$ cat config.mk
export PLATFORM = sky130hd
export DESIGN_NAME = arbitro_pop
export DESIGN_NICKNAME = d
export VERILOG_FILES = /design/src/rtl/arbitro_pop.sv
export SDC_FILE = /design/constraint.sdc
export NUM_CORES = 1
export LEC_CHECK = 0
export ABC_AREA = 1
export BUFFER_PORTS_ARGS = -buffer_cell sky130_fd_sc_hd__buf_2
export CORE_MARGIN = 3
export CORE_UTILIZATION = 35
export DETAILED_ROUTE_END_ITERATION = 7
export SKIP_CTS_REPAIR_TIMING = 1
export SYNTH_ARGS = -nofsm -noshare
export SYNTH_HDL_FRONTEND = slang
export SYNTH_SLANG_ARGS = --single-unit
$ cat constraint.sdc
create_clock -name clk -period 1.4 [get_ports clk]
set_input_delay 0.28 -clock clk [delete_from_list [all_inputs] [get_ports clk]]
set_output_delay 0.28 -clock clk [all_outputs]
set_load 0.02 [all_outputs]
$ cat src/rtl/arbitro_pop.sv
// Moves words from four upstream FIFOs to four downstream FIFOs, routing each word by its top two bits.
// Default grant is round-robin; define ARB_FIXED_PRIO_EN for fixed priority (index 0 highest).
module arbitro_pop #(
    parameter int unsigned DATA_W = 6
) (
    input  logic                  clk,
    input  logic                  reset_L,
    input  logic [3:0]            fifo_empty,
    input  logic [4*DATA_W-1:0]   data_in,
    input  logic [3:0]            out_almost_full,
    output logic [3:0]            pop,
    output logic [3:0]            push,
    output logic [DATA_W-1:0]     data_out,
    output logic [1:0]            grant_id,
    output logic                  idle
);

    localparam int unsigned N_PORTS = 4;

    typedef enum logic [1:0] {
        IDLE = 2'd0,
        POP  = 2'd1,
        CAPT = 2'd2,
        PUSH = 2'd3
    } state_t;

    state_t              state;
    logic                eligible;
    logic [1:0]          grant_nxt;
    logic [DATA_W-1:0]   lane;

`ifndef ARB_FIXED_PRIO_EN
    logic [1:0]          rr_ptr;
`endif

    // Grant selection: first non-empty lane from the search start, plus the lane of the current grant.
    always_comb begin
        eligible  = (fifo_empty != 4'b1111) && (out_almost_full == 4'b0000);
        grant_nxt = 2'd0;
        for (int k = N_PORTS - 1; k >= 0; k--) begin
            logic [1:0] idx;
`ifdef ARB_FIXED_PRIO_EN
            idx = k[1:0];
`else
            idx = rr_ptr + k[1:0];
`endif
            if (!fifo_empty[idx]) begin
                grant_nxt = idx;
            end
        end
        lane = data_in[int'(grant_id)*DATA_W +: DATA_W];
    end

    always_ff @(posedge clk) begin
        if (!reset_L) begin
            state    <= IDLE;
            pop      <= 4'b0000;
            push     <= 4'b0000;
            data_out <= '0;
            grant_id <= 2'd0;
            idle     <= 1'b1;
`ifndef ARB_FIXED_PRIO_EN
            rr_ptr   <= 2'd0;
`endif
        end else begin
            case (state)
                IDLE, PUSH: begin
                    push <= 4'b0000;
                    if (eligible) begin
                        pop      <= 4'b0001 << grant_nxt;
                        grant_id <= grant_nxt;
`ifndef ARB_FIXED_PRIO_EN
                        rr_ptr   <= grant_nxt + 2'd1;
`endif
                        idle     <= 1'b0;
                        state    <= POP;
                    end else begin
                        pop   <= 4'b0000;
                        idle  <= 1'b1;
                        state <= IDLE;
                    end
                end
                POP: begin
                    pop   <= 4'b0000;
                    state <= CAPT;
                end
                CAPT: begin
                    // Upstream data is valid one cycle after the pop strobe.
                    data_out <= lane;
                    push     <= 4'b0001 << lane[DATA_W-1:DATA_W-2];
                    state    <= PUSH;
                end
                default: begin
                    state <= IDLE;
                end
            endcase
        end
    end

endmodule

======== Word level (Yosys, flattened, before mapping) ========
Index checks and enable logic that the tools add are counted.
W data, S select, Z words.
cells by class
  $mul .................................... 1
  multiplexer cells ....................... 18
  order comparisons ....................... 4
  reduce and logical (&&, ||, !) cells .... 7
  divide/modulo/power cells ............... 0
  bitwise operators ....................... 0
  eq/ne operators ......................... 4
  add/subtract/negate cells ............... 4
  shift operators ......................... 3
operators with widths
  kind                   number
  $shiftx A24 B6 Y6      1
  $pmux W4 S2            2
  $lt A2 B3 Y1 const B   4
  $bmux W1 S2            4
  $mux W2                4
  $shl A1 B2 Y4 const A  2
  $mux W1                6
  $pmux W2 S3            1
  $add A2 B1 Y2 const B  2
  $add A2 B2 Y2 const B  2
  $eq A2 B2 Y1 const B   2
  $logic_not A4 Y1       1
  $mul A2 B2 Y4 const B  1
  $mux W4                1
  $ne A4 B4 Y1 const B   1
  $reduce_bool A2 Y1     2
  $eq A2 B1 Y1 const B   1
  $logic_not A2 Y1       1
  $reduce_and A2 Y1      1
  $reduce_or A2 Y1       1
  $logic_and A1 B1 Y1    1
storage, ports and cells
  bits in writable memories ............... 0
  word-level logic and storage cells ...... 48
  output and inout port bits .............. 17
  bits in latches ......................... 0
  input bits .............................. 34
  register bits after elaboration ......... 21
  memories ................................ 0
  memory bits (read-only) ................. 0

======== Longest topological paths before layout ========
  depth in word-level cells ............... 10
  mapped depth ............................ 13
  gate-level depth less buffers ........... 13

======== Least setup slack after synthesis ========
No wires, ideal clock.
  kind .................................... register -> register
  from .................................... register state[1]
  to ...................................... register pop[0]
  library setup time ...................... 71 ps
  data arrival time ....................... 1371 ps
  cell stages (with the launch flop) ...... 9
  slack ................................... -42 ps
  path buffers ............................ 0
  period minus slack after synthesis ...... 1442 ps
  cell sequence ........................... dfxtp_1 inv_1 ha_1 or2_2 nor2_1 inv_1 nor2_1 nand2_1 a21oi_1
between the ends
  cells in the longest elaborated chain, start to end .. 3
  elaborated cells between the ends (all ways) .. 6
RTL lines
  item                                                      line  text
  start: declaration                                        27    state_t state;
  start signal: assignment                                  56    state <= IDLE;
  start signal: assignment                                  76    state <= POP;
  start signal: assignment                                  80    state <= IDLE;
  $eq A2 B2 Y1 / $logic_not A2 Y1 (equally long branches)   66    case (state)
  $reduce_or A2 Y1                                          66
  $pmux W4 S2 / $reduce_bool A2 Y1 (equally long branches)  -
  end signal: assignment                                    70    pop <= 4'b0001 << grant_nxt;
  end: declaration                                          11    output logic [3:0] pop,
Several ways; a longest one is shown, not always the timed one.
A chain may end at the register's enable or synchronous reset.

======== Worst setup path in the final report ========
  from .................................... register rr_ptr[0]
  to ...................................... register pop[2]
between the ends
  cells in the longest elaborated chain, start to end .. 10
  elaborated cells between the ends (all ways) .. 18
RTL lines
  item                           line  text
  start: declaration             33    logic [1:0] rr_ptr;
  start signal: assignment       73    rr_ptr <= grant_nxt + 2'd1;
  $add A2 B2 Y2                  45    idx = rr_ptr + k[1:0];
  $bmux W1 S2                    47    if (!fifo_empty[idx]) begin
  $mux W1 (implied by the code)  47
  $mux W2 (3 in a row)           47
  $mux W2 (*)                    47
  $shl A1 B2 Y4 (*)              70
  $mux W4 (*)                    69    if (eligible) begin
  $pmux W4 S2 (*)                66
Every way passes the cells marked *; elsewhere a longest branch is shown, timed or not. The select of a mux whose other input is x is not followed.

==> metrics.md <==
| Metric | Value |
|---|---|
| CP bufs+invs | 2 |
| Via density | 4.636 |
| Status | completed |
| Pin count of the biggest net entering global routing | 12 |
| Final nets | 297 |
| Root buffer cell | clkbuf_4 |
| # diodes | 0 |
| H-tree depth | 1 |
| Seq/Total Area, Yosys | 0.3384 |
| GR Util met1 | 0.2002 |
| Yosys cell types | 25 |
| Final Hold Vio Count | 0 |
| Placed Instances | 298 |
| Most used cell, CP | nand2_2 |
| Worst stage delay on the critical path | 0.39 ns |
| Initial antenna violation count | 0 |
| Period utilisation layout | 0.9930 |
| Ys Warns | 0 |
| Worst EP required | 1.63 ns |
| Met3 GRT Util | 0.04444 |
| Lkg Pwr | between 0.9 and 1 nW |
| Min Tclk post-route | ~1.4 ns |
| I/O Pins | slightly above 50 |
| CORE AREA | 3390 sq um |
| Worst path arrival time | around 1.6 ns |
| Gpl congestion | around 0.77 |
| Area growth from synthesis to layout | 47.53% |
| Max-cap violations | 0 |
| Worst slew pin tran | approximately 0.34 ns |
| Power per cell area | a little under 700 nW/um^2 |
| Synth top area cells | dfxtp_1 34%, nand2_1 15%, nor2_1 8.5% |
| Die W | between 60 and 70 um |
| Seq cells post-synth | 21 |
| Post-DP HPWL | 2503 um |
| Met2 usage | 0.2491 |
| Fin. max-slew vios | 0 |
| Core Rows | 21 |
| Max rail drop VDD | between 0.6 and 0.7 mV |
| Starting density of the core | 0.3666 |
| Post-Synthesis Cells | roughly 190 |
| DRC Markers | 0 |
| Worst Clk Skew | roughly 0.0043 ns |
| Antenna Nets Post-Route | 0 |
| Number of global-route vias before repair | around 1200 |
| Layout cells sized above 1 | 0.4402 |
| Total track usage | 0.1518 |
| Die Y | 65.58 um |
| Buffer depth of the longest clock path | 2 |
| Final instance count without filler cells | between 300 and 400 |
| RSZ-0062 raised after global routing | yes |
| Post-route setup TNS | 0 ns |
| Worst-path clk slew | roughly 0.11 ns |
| CP Capture Type | register |
| Post-Syn Area | 1242 sq um |
| Crit-path slowest cell | dfxtp_4 |
| TritonCTS clock tree | done |
| Final setup viols | 0 |
| Post-DR wirelength/cell | approximately 11 um |
| Count of input and output buffers | 50 |
| First-pass GRT wire length | about 5200 um |
| Initial drt markers | 64 |
| Clk_lat worst skew | 0.30 ns |
| Grt ovf | 0 |
| Vias | ~1400 |
| Tightest Hold Check Type | in -> reg |
| Die area | between 4000 and 5000 sq um |
| Kind of critical path | reg -> reg |
| Syn Nets | 231 |
| Crit path max-delay family | simple AND/OR/NAND/NOR gates |
| Busiest grt layer | met2 |
| First drt pass iteration count | 4 |
| Post-synth top area cell | dfxtp_1 |
| Clk sink count | 21 |
| Total wire length | between 3000 and 4000 um |
| Max Fanout on Critical Path | 6 |
| Slew headroom | 0.7750 |
| Startpoint Class | register |
| Total CTS buffers | 3 |
| Post-Syn Area per Cell | around 6.4 sq um |
| FMAX | around 0.72 GHz |
| Post-synth top area share | 0.3384 |
| Critical path, cell by cell | buf_8 -> nand2_2 -> nand3_2 -> nand2_2 -> nand3_4 -> nand2_4 -> buf_6 -> nand4_1 -> a21oi_1 |
## sequential cells by signal, summed over array words and instances (netlist names)
signal    cells
idle          1
push          4
rr_ptr        2
data_out      6
state         2
pop           4
grant_id      2
## cell usage after synthesis
master	instances
nand2_1	48
nor2_1	28
dfxtp_1	21
inv_1	20
o21ai_0	15
a21oi_1	14
nand3_1	11
nand2_2	8
o22ai_1	5
ha_1	3
inv_2	3
a21oi_2	2
buf_1	2
nand3_2	2
nand4_1	2
a22oi_1	1
a32oi_1	1
buf_2	1
buf_4	1
buf_6	1
clkinv_1	1
nand2_4	1
nor3b_1	1
o21ai_1	1
or2_2	1
## final timing paths
kind / start / slack [ns] / depth (start not counted) / end
worst max-delay path: rr_ptr[0]$_SDFFE_PN0P_ / 0.01 / 9 / pop[2]$_SDFFE_PN0P_
worst min-delay path: reset_L / 0.22 / 2 / idle$_SDFFE_PN1P_
worst max register to register: rr_ptr[0]$_SDFFE_PN0P_ / 0.01 / 9 / pop[2]$_SDFFE_PN0P_
worst min register to register: pop[3]$_SDFFE_PN0P_ / 0.46 / 2 / pop[3]$_SDFFE_PN0P_
## stage by stage
| step | utilization | hold WS, ns | total power, W | cell area [sq um] | setup slack (ns) |
|---|---|---|---|---|---|
| final | 0.5408 | 0.2198 | 0.001242 | 1833 | 0.009798 |
| after global routing | 0.5408 | 0.2020 | 0.001329 | 1833 | -0.06566 |
| after CTS | 0.4869 | 0.2105 | 0.001184 | 1650 | -0.03167 |
| after detailed placement | 0.4791 | 0.4483 | 0.0009012 | 1624 | -0.05902 |
| after global placement | 0.4791 | 0.4456 | 0.0009011 | 1624 | -0.01018 |
| after floorplan | - | 0.3744 | 0.0007924 | 1250 | 0.004765 |
## cell type report
class	instances	area, sq um
Fill cell	369	1556
Multi-Input combinational cell	144	833.3
Clock buffer	4	26.28
Inverter	24	100.1
Sequential cell	21	430.4
Tap cell	46	57.56
Timing Repair Buffer	66	385.4
## per-layer routing
layer | vias to the layer above | part of all wire
li1 | 754 | -
met1 | 618 | 0.47
met2 | 40 | 0.47
met3 | 2 | 0.059
met4 | 0 | 0.0046
met5 | - | 0
## cell usage in the layout (no fill, tap or decap), types with 3 or more instances in the layout
cell / instances
buf_2: 50
nand2_1: 32
nor2_1: 27
inv_1: 18
dfxtp_1: 17
nand2_2: 15
o21ai_0: 15
a21oi_1: 13
buf_4: 13
nand2_4: 10
nand3_1: 8
o22ai_1: 5
nand3_2: 3
a21oi_2: 3
ha_1: 3
clkbuf_4: 3
## report_power, final
group	internal, W	total, W	leakage [nW]	switching [W]
Sequential	0.000608	0.000618	0.172	0.0000102
Combinational	0.000143	0.000334	0.755	0.000191
Clock	0.000111	0.000290	0.0150	0.000179
## kinds of logic after synthesis
group	Yosys count	share of synthesized area
AND/OR/NAND/NOR	102	0.3605
adder cells (fa/ha/maj)	3	0.03021
buffers and inverters	29	0.09768
AO/OA/AOI/OAI	39	0.1732
flip-flops	21	0.3384
Note: power is estimated with default switching activity, not from simulation.
